`src/rtl/regfile_rename_pkg.sv`:
```
// Shared constants for the rename-aware architectural register file.
package regfile_rename_pkg;
    localparam int REG_ADDR_W = 5;
    localparam int NUM_REGS   = 32;
    localparam int ROB_TAG_W  = 4;
    localparam int XLEN       = 32;
    localparam logic [REG_ADDR_W-1:0] ZERO_REG = '0;
endpackage

```
`src/rtl/regfile_rename_if.sv`:
```
// Issue, commit and operand-read signals between the core and the register file.
interface regfile_rename_if
    import regfile_rename_pkg::*;
#(
    parameter int BITS = ROB_TAG_W
);
    logic                  issue_valid;
    logic [REG_ADDR_W-1:0] issue_rd;
    logic [BITS-1:0]       issue_tag;
    logic                  commit_valid;
    logic [REG_ADDR_W-1:0] commit_rd;
    logic [BITS-1:0]       commit_tag;
    logic [XLEN-1:0]       commit_value;
    logic [REG_ADDR_W-1:0] rs1;
    logic [REG_ADDR_W-1:0] rs2;
    logic                  rs1_busy;
    logic [BITS-1:0]       rs1_tag;
    logic [XLEN-1:0]       rs1_value;
    logic                  rs2_busy;
    logic [BITS-1:0]       rs2_tag;
    logic [XLEN-1:0]       rs2_value;

    modport master (
        output issue_valid, issue_rd, issue_tag,
        output commit_valid, commit_rd, commit_tag, commit_value,
        output rs1, rs2,
        input  rs1_busy, rs1_tag, rs1_value, rs2_busy, rs2_tag, rs2_value
    );

    modport slave (
        input  issue_valid, issue_rd, issue_tag,
        input  commit_valid, commit_rd, commit_tag, commit_value,
        input  rs1, rs2,
        output rs1_busy, rs1_tag, rs1_value, rs2_busy, rs2_tag, rs2_value
    );
endinterface

```
`src/rtl/regfile_rename_read_port.sv`:
```
// One source-operand read port: register select plus, with REGFILE_COMMIT_BYPASS_EN,
// forwarding of a same-cycle matching commit.
module regfile_read_port
    import regfile_rename_pkg::*;
#(
    parameter int BITS     = ROB_TAG_W,
    parameter int NUM_REGS = 32
) (
    input  logic [REG_ADDR_W-1:0]          rs,
    input  logic [NUM_REGS-1:0]            busy_vec,
    input  logic [NUM_REGS-1:0][BITS-1:0]  tag_vec,
    input  logic [NUM_REGS-1:0][XLEN-1:0]  value_vec,
`ifdef REGFILE_COMMIT_BYPASS_EN
    input  logic                           commit_valid,
    input  logic [REG_ADDR_W-1:0]          commit_rd,
    input  logic [BITS-1:0]                commit_tag,
    input  logic [XLEN-1:0]                commit_value,
`endif
    output logic                           busy,
    output logic [BITS-1:0]                tag,
    output logic [XLEN-1:0]                value
);
    always_comb begin
        busy  = busy_vec[rs];
        tag   = tag_vec[rs];
        value = value_vec[rs];
`ifdef REGFILE_COMMIT_BYPASS_EN
        // Only the producer the operand is actually waiting on may be forwarded.
        if (commit_valid && commit_rd == rs && rs != ZERO_REG &&
            busy_vec[rs] && tag_vec[rs] == commit_tag) begin
            busy  = 1'b0;
            value = commit_value;
        end
`endif
    end
endmodule

```
`src/rtl/regfile_rename.sv`:
```
// Architectural register file with per-register busy/RoB-tag rename state.
// Optional same-cycle commit forwarding on reads: define REGFILE_COMMIT_BYPASS_EN.
module regfile_rename
    import regfile_rename_pkg::*;
#(
    parameter int BITS     = ROB_TAG_W,
    parameter int NUM_REGS = 32
) (
    input  logic              clk_in,
    input  logic              rst_n_in,
    input  logic              rdy_in,
    input  logic              flush_in,
    regfile_rename_if.slave   bus
);
    logic [NUM_REGS-1:0]           busy_q;
    logic [NUM_REGS-1:0][BITS-1:0] tag_q;
    logic [NUM_REGS-1:0][XLEN-1:0] value_q;
    logic                          commit_en;
    logic                          commit_hit;
    logic                          issue_en;

    assign commit_en  = bus.commit_valid && bus.commit_rd != ZERO_REG;
    assign commit_hit = commit_en && busy_q[bus.commit_rd] &&
                        tag_q[bus.commit_rd] == bus.commit_tag;
    assign issue_en   = bus.issue_valid && bus.issue_rd != ZERO_REG && !flush_in;

    // Issue is applied last so a same-cycle issue overrides the commit's busy clear.
    always_ff @(posedge clk_in or negedge rst_n_in) begin
        if (!rst_n_in) begin
            busy_q  <= '0;
            tag_q   <= '0;
            value_q <= '0;
        end else if (rdy_in) begin
            if (flush_in) begin
                busy_q <= '0;
            end
            if (commit_en) begin
                value_q[bus.commit_rd] <= bus.commit_value;
                if (commit_hit) begin
                    busy_q[bus.commit_rd] <= 1'b0;
                end
            end
            if (issue_en) begin
                busy_q[bus.issue_rd] <= 1'b1;
                tag_q[bus.issue_rd]  <= bus.issue_tag;
            end
        end
    end

    regfile_read_port #(.BITS(BITS), .NUM_REGS(NUM_REGS)) u_rs1 (
        .rs           (bus.rs1),
        .busy_vec     (busy_q),
        .tag_vec      (tag_q),
        .value_vec    (value_q),
`ifdef REGFILE_COMMIT_BYPASS_EN
        .commit_valid (bus.commit_valid),
        .commit_rd    (bus.commit_rd),
        .commit_tag   (bus.commit_tag),
        .commit_value (bus.commit_value),
`endif
        .busy         (bus.rs1_busy),
        .tag          (bus.rs1_tag),
        .value        (bus.rs1_value)
    );

    regfile_read_port #(.BITS(BITS), .NUM_REGS(NUM_REGS)) u_rs2 (
        .rs           (bus.rs2),
        .busy_vec     (busy_q),
        .tag_vec      (tag_q),
        .value_vec    (value_q),
`ifdef REGFILE_COMMIT_BYPASS_EN
        .commit_valid (bus.commit_valid),
        .commit_rd    (bus.commit_rd),
        .commit_tag   (bus.commit_tag),
        .commit_value (bus.commit_value),
`endif
        .busy         (bus.rs2_busy),
        .tag          (bus.rs2_tag),
        .value        (bus.rs2_value)
    );
endmodule
```
`src/flat_wrapper.sv`:
```
// flat-port wrapper written by rule: the top's interface ports become plain ports
module regfile_rename_flat import regfile_rename_pkg::*;
#(
    parameter int BITS     = ROB_TAG_W,
    parameter int NUM_REGS = 32
)
  (clk_in, rst_n_in, rdy_in, flush_in, bus_issue_valid, bus_issue_rd, bus_issue_tag, bus_commit_valid, bus_commit_rd, bus_commit_tag, bus_commit_value, bus_rs1, bus_rs2, bus_rs1_busy, bus_rs1_tag, bus_rs1_value, bus_rs2_busy, bus_rs2_tag, bus_rs2_value);
  regfile_rename_if #(.BITS(BITS)) bus_i ();
  input  logic clk_in;
  input  logic rst_n_in;
  input  logic rdy_in;
  input  logic flush_in;
  input wire logic [$bits(bus_i.issue_valid)-1:0] bus_issue_valid;
  input wire logic [$bits(bus_i.issue_rd)-1:0] bus_issue_rd;
  input wire logic [$bits(bus_i.issue_tag)-1:0] bus_issue_tag;
  input wire logic [$bits(bus_i.commit_valid)-1:0] bus_commit_valid;
  input wire logic [$bits(bus_i.commit_rd)-1:0] bus_commit_rd;
  input wire logic [$bits(bus_i.commit_tag)-1:0] bus_commit_tag;
  input wire logic [$bits(bus_i.commit_value)-1:0] bus_commit_value;
  input wire logic [$bits(bus_i.rs1)-1:0] bus_rs1;
  input wire logic [$bits(bus_i.rs2)-1:0] bus_rs2;
  output wire logic [$bits(bus_i.rs1_busy)-1:0] bus_rs1_busy;
  output wire logic [$bits(bus_i.rs1_tag)-1:0] bus_rs1_tag;
  output wire logic [$bits(bus_i.rs1_value)-1:0] bus_rs1_value;
  output wire logic [$bits(bus_i.rs2_busy)-1:0] bus_rs2_busy;
  output wire logic [$bits(bus_i.rs2_tag)-1:0] bus_rs2_tag;
  output wire logic [$bits(bus_i.rs2_value)-1:0] bus_rs2_value;
  assign bus_i.issue_valid = bus_issue_valid;
  assign bus_i.issue_rd = bus_issue_rd;
  assign bus_i.issue_tag = bus_issue_tag;
  assign bus_i.commit_valid = bus_commit_valid;
  assign bus_i.commit_rd = bus_commit_rd;
  assign bus_i.commit_tag = bus_commit_tag;
  assign bus_i.commit_value = bus_commit_value;
  assign bus_i.rs1 = bus_rs1;
  assign bus_i.rs2 = bus_rs2;
  assign bus_rs1_busy = bus_i.rs1_busy;
  assign bus_rs1_tag = bus_i.rs1_tag;
  assign bus_rs1_value = bus_i.rs1_value;
  assign bus_rs2_busy = bus_i.rs2_busy;
  assign bus_rs2_tag = bus_i.rs2_tag;
  assign bus_rs2_value = bus_i.rs2_value;
  regfile_rename #(.BITS(BITS), .NUM_REGS(NUM_REGS)) u_core (.clk_in(clk_in), .rst_n_in(rst_n_in), .rdy_in(rdy_in), .flush_in(flush_in), .bus(bus_i));
endmodule
```
`config.mk`:
```
export PLATFORM = sky130hd
export DESIGN_NAME = regfile_rename_flat
export DESIGN_NICKNAME = d
export VERILOG_FILES = /design/src/rtl/regfile_rename_pkg.sv /design/src/rtl/regfile_rename_if.sv /design/src/rtl/regfile_rename_read_port.sv /design/src/rtl/regfile_rename.sv /design/src/flat_wrapper.sv
export SDC_FILE = /design/constraint.sdc
export NUM_CORES = 2
export LEC_CHECK = 0
export ABC_CLOCK_PERIOD_IN_PS = 2600
export BUFFER_PORTS_ARGS = -buffer_cell sky130_fd_sc_hd__buf_2
export CAP_MARGIN = 25
export CORE_AREA = 2 2 609 308
export DETAILED_ROUTE_END_ITERATION = 7
export DIE_AREA = 0 0 611 310
export GPL_TIMING_DRIVEN = 0
export PLACE_DENSITY_LB_ADDON = 0.3
export SLEW_MARGIN = 25
export SYNTH_ARGS = -nofsm -noshare
export SYNTH_HDL_FRONTEND = slang
export SYNTH_SLANG_ARGS = --single-unit
```
`constraint.sdc`:
```
create_clock -name clk_in -period 2.6 [get_ports clk_in]
set_input_delay 0.13 -clock clk_in [delete_from_list [all_inputs] [get_ports clk_in]]
set_output_delay 0.13 -clock clk_in [all_outputs]
set_load 0.005 [all_outputs]
```
# == Word level (Yosys, flattened, before mapping) ==
# Index checks and enable logic that the tools add are counted.
# classes
n_mul,0
shifts,0
div,0
n_eq_ne,1
bitwise_logic,3
n_lt_le_gt_ge,6
muxes,32
reduce_logical,12
n_addsub,0
# op_table
cell,n
$bwmux 1024,1
$bmux 32 s5,2
$mux 32,9
$demux 32 s5,1
$bwmux 128,1
$bmux 4 s5,3
$and 32x32->32,1
$not 32->32,1
$or 32x32->32,1
$lt 5x6->1 const B,4
$demux 4 s5,1
$mux 4,4
$bmux 1 s5,3
$demux 1 s5,2
$ge 5x1->1 const B,2
$reduce_bool 5->1,2
$logic_and 1x1->1,7
$mux 1,5
$eq 4x4->1,1
$reduce_and 2->1,2
$logic_not 1->1,1
# word_totals
mem_bits_rw,0
in_bits,66
regBits,1184
word_cells,119
out_inout_bits,74
latchBits,0
mem_bits_ro,0
memories,0

# == Depth between registers and ports, before layout ==
# depth
word_depth,11
mapped_depth,10
depth_no_buf,7

# == Modules after synthesis ==
# From an unflattened synthesis, not the netlist that was laid out.
# unflattened
cells_unflattened,5640
hier_area_um2,66591.4
# modules_own_cells
mod,cells_per_inst,n_inst,area_per_inst_um2
regfile_rename,2964,1,45951.6
regfile_read_port,1338,2,10319.9

# == Least setup slack after synthesis ==
# OpenSTA, ideal clock, no wires.
# synth_timing
path_kind,input -> output
startpoint,input port bus_rs1[0]
endpoint,output port bus_rs1_busy
path_stages,6
setup_slack_ns,0.113
required_time_ns,2.470
arrival_time_ns,2.357
cell_sequence,buf_2 > buf_2 > buf_1 > mux4_2 > mux4_2 > mux2_2
# synth_via
elab_chain_len,2
# synth_lines
element,line,rtl
start: declaration,flat_wrapper.sv:20,input wire logic [$bits(bus_i.rs1)-1:0] bus_rs1;
$bmux 1 s5,regfile_rename_read_port.sv:24,busy = busy_vec[rs];
$mux 1 (not written as such),regfile_rename_read_port.sv:24,
end: declaration,flat_wrapper.sv:22,output wire logic [$bits(bus_i.rs1_busy)-1:0] bus_rs1_busy;
# Every way passes these cells. The select of a mux whose other input is x is not followed.

# == Final worst setup path ==
# layout_timing
startpoint,register u_core.value_q[502] (netlist name)
endpoint,output port bus_rs1_value[22]
# layout_via
elab_chain_len,2
# layout_lines
element,line,rtl
start: declaration,regfile_rename.sv:17,logic [NUM_REGS-1:0][XLEN-1:0] value_q;
start signal: indexed assignment,regfile_rename.sv:38,value_q[bus.commit_rd] <= bus.commit_value;
$bmux 32 s5,regfile_rename_read_port.sv:26,value = value_vec[rs];
$mux 32 (not written as such),regfile_rename_read_port.sv:26,
end: declaration,flat_wrapper.sv:24,output wire logic [$bits(bus_i.rs1_value)-1:0] bus_rs1_value;
# Every way passes these cells. The select of a mux whose other input is x is not followed.

==> impl_metrics.ini <==
[worst_setup_path]
number_of_cells_on_the_worst_reg_to_reg_path = 9
kind_of_critical_path = reg -> out
critical_path_depth = 4
cpMostUsedCell = sky130_fd_sc_hd__mux4_2
critPathCaptureType = output port
worst_setup_path_start_kind = register
worst_path_max_delay_cell = sky130_fd_sc_hd__mux4_2
crit_arrival_ps = 2830
worstPathBufferInverterCount = 1
max_stage_delay_ps = 630
critical_path_required_ps = 2470
critical_path_cell_list = mux4_2 -> mux4_2 -> mux2_4 -> buf_6
path_delay_family = multiplexers
worstPathMaxFanout = 3

[yosys]
cells_taking_the_most_area_after_synthesis = sky130_fd_sc_hd__dfrtp_1 (46%), sky130_fd_sc_hd__mux4_2 (26%), sky130_fd_sc_hd__mux2_2 (21%), sky130_fd_sc_hd__clkbuf_1 (1.6%), sky130_fd_sc_hd__mux2i_1 (1.1%)
post_synth_xor_area_fraction_pct = 0.129
synthArstFlopShare_pct = 100
adder_cell_fraction_of_synth_area_pct = 0
synthesis.instances = 3980
synthesis.nets = 4046
yosys.area.top_type = sky130_fd_sc_hd__dfrtp_1
post_synth_edffs = 0
synth_area_in_compound_gates_pct = 1.06
synth.most_common_cell = sky130_fd_sc_hd__dfrtp_1
ys_seq_elements = 1184
mean_cell_area_of_the_mapped_netlist_um2 = 16.1
yosys_warnings = 0
synthDominantCellAreaShare_pct = 46.2
post_synth_instance_area_um2 = 64100
synth.top_cells.by_count = sky130_fd_sc_hd__dfrtp_1 (1184), sky130_fd_sc_hd__mux2_2 (1167), sky130_fd_sc_hd__mux4_2 (743), sky130_fd_sc_hd__clkbuf_1 (275), sky130_fd_sc_hd__buf_2 (107)
yosysUniqueCellTypes = 51
yosys-mux-area-fraction_pct = 47.8
post_synth_and_or_nand_nor_area_fraction_pct = 1.88
seq_area_frac_synth_pct = 46.2
dominant_combinational_cell_family_by_area_after_synthesis = multiplexers
synthFlopType = sky130_fd_sc_hd__dfrtp_1

[floorplan]
dieArea_um2 = 189000
floorplan.io_pins = 140
effective_utilization_at_floorplan_pct = 34.7
core_area_um2 = 185000
chip_height_um = 310
die_w_um = 611
fp-row-count = 112

[grt]
global_route.usage.met2_pct = 32.6
globalRouteMet3Util_pct = 11.1
grt_first_pass_wirelength_um = 343000
met1_usage_pct = 39.9
grt_start_max_net_pins = 122
busiest_layer = met1
track_usage_pct = 26.0
grt.overflow.total = 0
grt_pass1_vias = 42600
grt_antenna_before_repair = 9

[power_and_ir_drop]
p_leak_nw = 32.7
design_power_total_mw = 49.7
power.ir.vdd_worst_mv = 0.569
p_per_area_nw_per_um2 = 666

[clocking]
ctsLongestPathBuffers = 3
clkSinkCount = 1184
path_clk_slew_ps = 70
clk_root_buffer_cell = sky130_fd_sc_hd__clkbuf_16
hold_buffers = 39
cts_made_buffers = 110
h-tree-depth = 3
cts_tree = done
clock_latency_ps = 760

[place]
port_buffers = 124
place_inst = 6586
place_hpwl_um = 178000
preCtsSetupSlack_ps = -1290
globalplace.congestion = 0.947

[routing]
post-route-drc-count = 0
post_drt_via_cell_ratio = 6.36
routedWlPerCell_um = 35.9
first_iter_violations = 6774
detailroute.via_count = 43800
route.final.wire_length_um = 247000
drt.antenna.violating_nets = 0
drtPass1Iterations = 6

[timing]
clock_skew_ps = 57.8
maxSlewViolCount = 0
final_hold_viol_count = 143
worst-slew-pin-transition_ps = 1290
setup_repair_after_global_routing_missed_its_margin = true
fin_crit_sh_pct = 114
finalWorstPathRequiredPeriod_ps = 2960
fin_worst_hold_slack_ps = -573
timing.slew.headroom_pct = 13.9
maxClockFrequency_mhz = 338
final.setup.worst_slack_ps = -362
final-setup-viol-count = 126

[finish]
final_core_util_pct = 40.4
fin_nets = 4401
final-instance-count-excl-fill = 6887
syn2layout_area_growth_pct = 16.4
drive_above_1_share_pct = 59.3

[worst_hold_path]
worstHoldPathType = in -> async

[status]
status = finished, violations left
violations_in_the_final_reports = hold timing, setup timing

[run]
max_cap_viol_count = 0
-- logic make-up after synthesis --
family	count (synthesis)
AND/OR/NAND/NOR	241
flip-flops	1184
XOR/XNOR	3
AO/OA/AOI/OAI	109
multiplexers	1983
buffers and inverters	460
-- power breakdown --
part | internal [mW] | switching, mW
Combinational | 5.44 | 4.30
Clock | 9.45 | 8.19
Sequential | 20.6 | 1.70
Total | 35.5 | 14.2
-- cell usage in the layout (no fill, tap or decap), types with 6 or more instances in the layout --
cell	instances
sky130_fd_sc_hd__mux2i_1	72
sky130_fd_sc_hd__clkbuf_16	112
sky130_fd_sc_hd__dfrtp_1	1181
sky130_fd_sc_hd__nor2_1	39
sky130_fd_sc_hd__nand2_1	93
sky130_fd_sc_hd__nor2_2	11
sky130_fd_sc_hd__clkbuf_4	26
sky130_fd_sc_hd__bufinv_16	10
sky130_fd_sc_hd__clkbuf_1	193
sky130_fd_sc_hd__o22ai_1	28
sky130_fd_sc_hd__buf_6	125
sky130_fd_sc_hd__a31oi_1	12
sky130_fd_sc_hd__nor3_2	6
sky130_fd_sc_hd__inv_1	12
sky130_fd_sc_hd__mux4_2	743
sky130_fd_sc_hd__o21ai_0	28
sky130_fd_sc_hd__diode_2	7
sky130_fd_sc_hd__clkbuf_8	24
sky130_fd_sc_hd__buf_16	15
sky130_fd_sc_hd__nand2b_1	8
sky130_fd_sc_hd__a21oi_1	19
sky130_fd_sc_hd__mux2_2	1096
sky130_fd_sc_hd__dlygate4sd3_1	38
sky130_fd_sc_hd__mux2_4	71
sky130_fd_sc_hd__buf_4	59
sky130_fd_sc_hd__nand3_1	7
sky130_fd_sc_hd__clkbuf_2	75
sky130_fd_sc_hd__nor3_1	12
sky130_fd_sc_hd__nor2_4	13
sky130_fd_sc_hd__buf_2	157
sky130_fd_sc_hd__clkinv_2	28
-- area by class of cell --
type	count	area, um^2
timing repair buffer	243	2560
antenna	7	17.5
clock buffer	148	3100
fill	16800	110000
clock inverter	58	684
multi-input combinational	2336	33000
tap	2451	3070
sequential	1184	29600
buffer	447	2410
inverter	13	48.8
-- worst register-to-register path, delay by kind of cell (launching register included) --
| family | cells | cell delay [ps] |
|---|---|---|
| and+or+nand+nor | 3 | 1020 |
| AOI/OAI and AO/OA | 3 | 440 |
| DFF | 1 | 400 |
| buffers and inverters | 2 | 330 |
| muxes | 1 | 220 |
-- stage by stage --
step	setup TNS, ps	area [um^2]
4_1_cts	-43750	73900
3_3_place_gp	-	67800
3_5_place_dp	-1045330	68500
2_1_floorplan	0	64100
5_1_grt	-14430	74500
6_report	-14900	74600
-- flip-flops by register name (all words and copies together), names as in the netlist --
register and count:
u_core.value_q 1024, u_core.busy_q 32, u_core.tag_q 128
-- final timing paths --
check                      slack [ps]                 from                   to
setup / recovery                 -360  u_core.value_q[502]    bus_rs1_value[22]
hold / removal                   -570             rst_n_in  u_core.value_q[165]
setup reg to reg                   30     u_core.tag_q[57]     u_core.busy_q[2]
hold reg to reg                   490    u_core.value_q[1]    u_core.value_q[1]
max in group asynchronous         510             rst_n_in  u_core.value_q[754]
min in group clk_in                40      bus_issue_rd[3]    u_core.busy_q[24]
-- per-layer routing --
layer  up-vias  wire length [um]
met1     24100            112000
met4         2              6980
met5         -                13
met2      2900             93600
li1      16300                 -
met3       421             34700
-- repair_timing --
action | CTS | global route
endpoints found under the setup margin | 676 | 786
hold endpoints to repair | 210 | 113
buffers inserted | 24 | 19
pin swaps | 4 | 6
gates resized for setup | 288 | 105
cloned | 2 | 2
No activity file was read; power rests on OpenSTA's default activity.
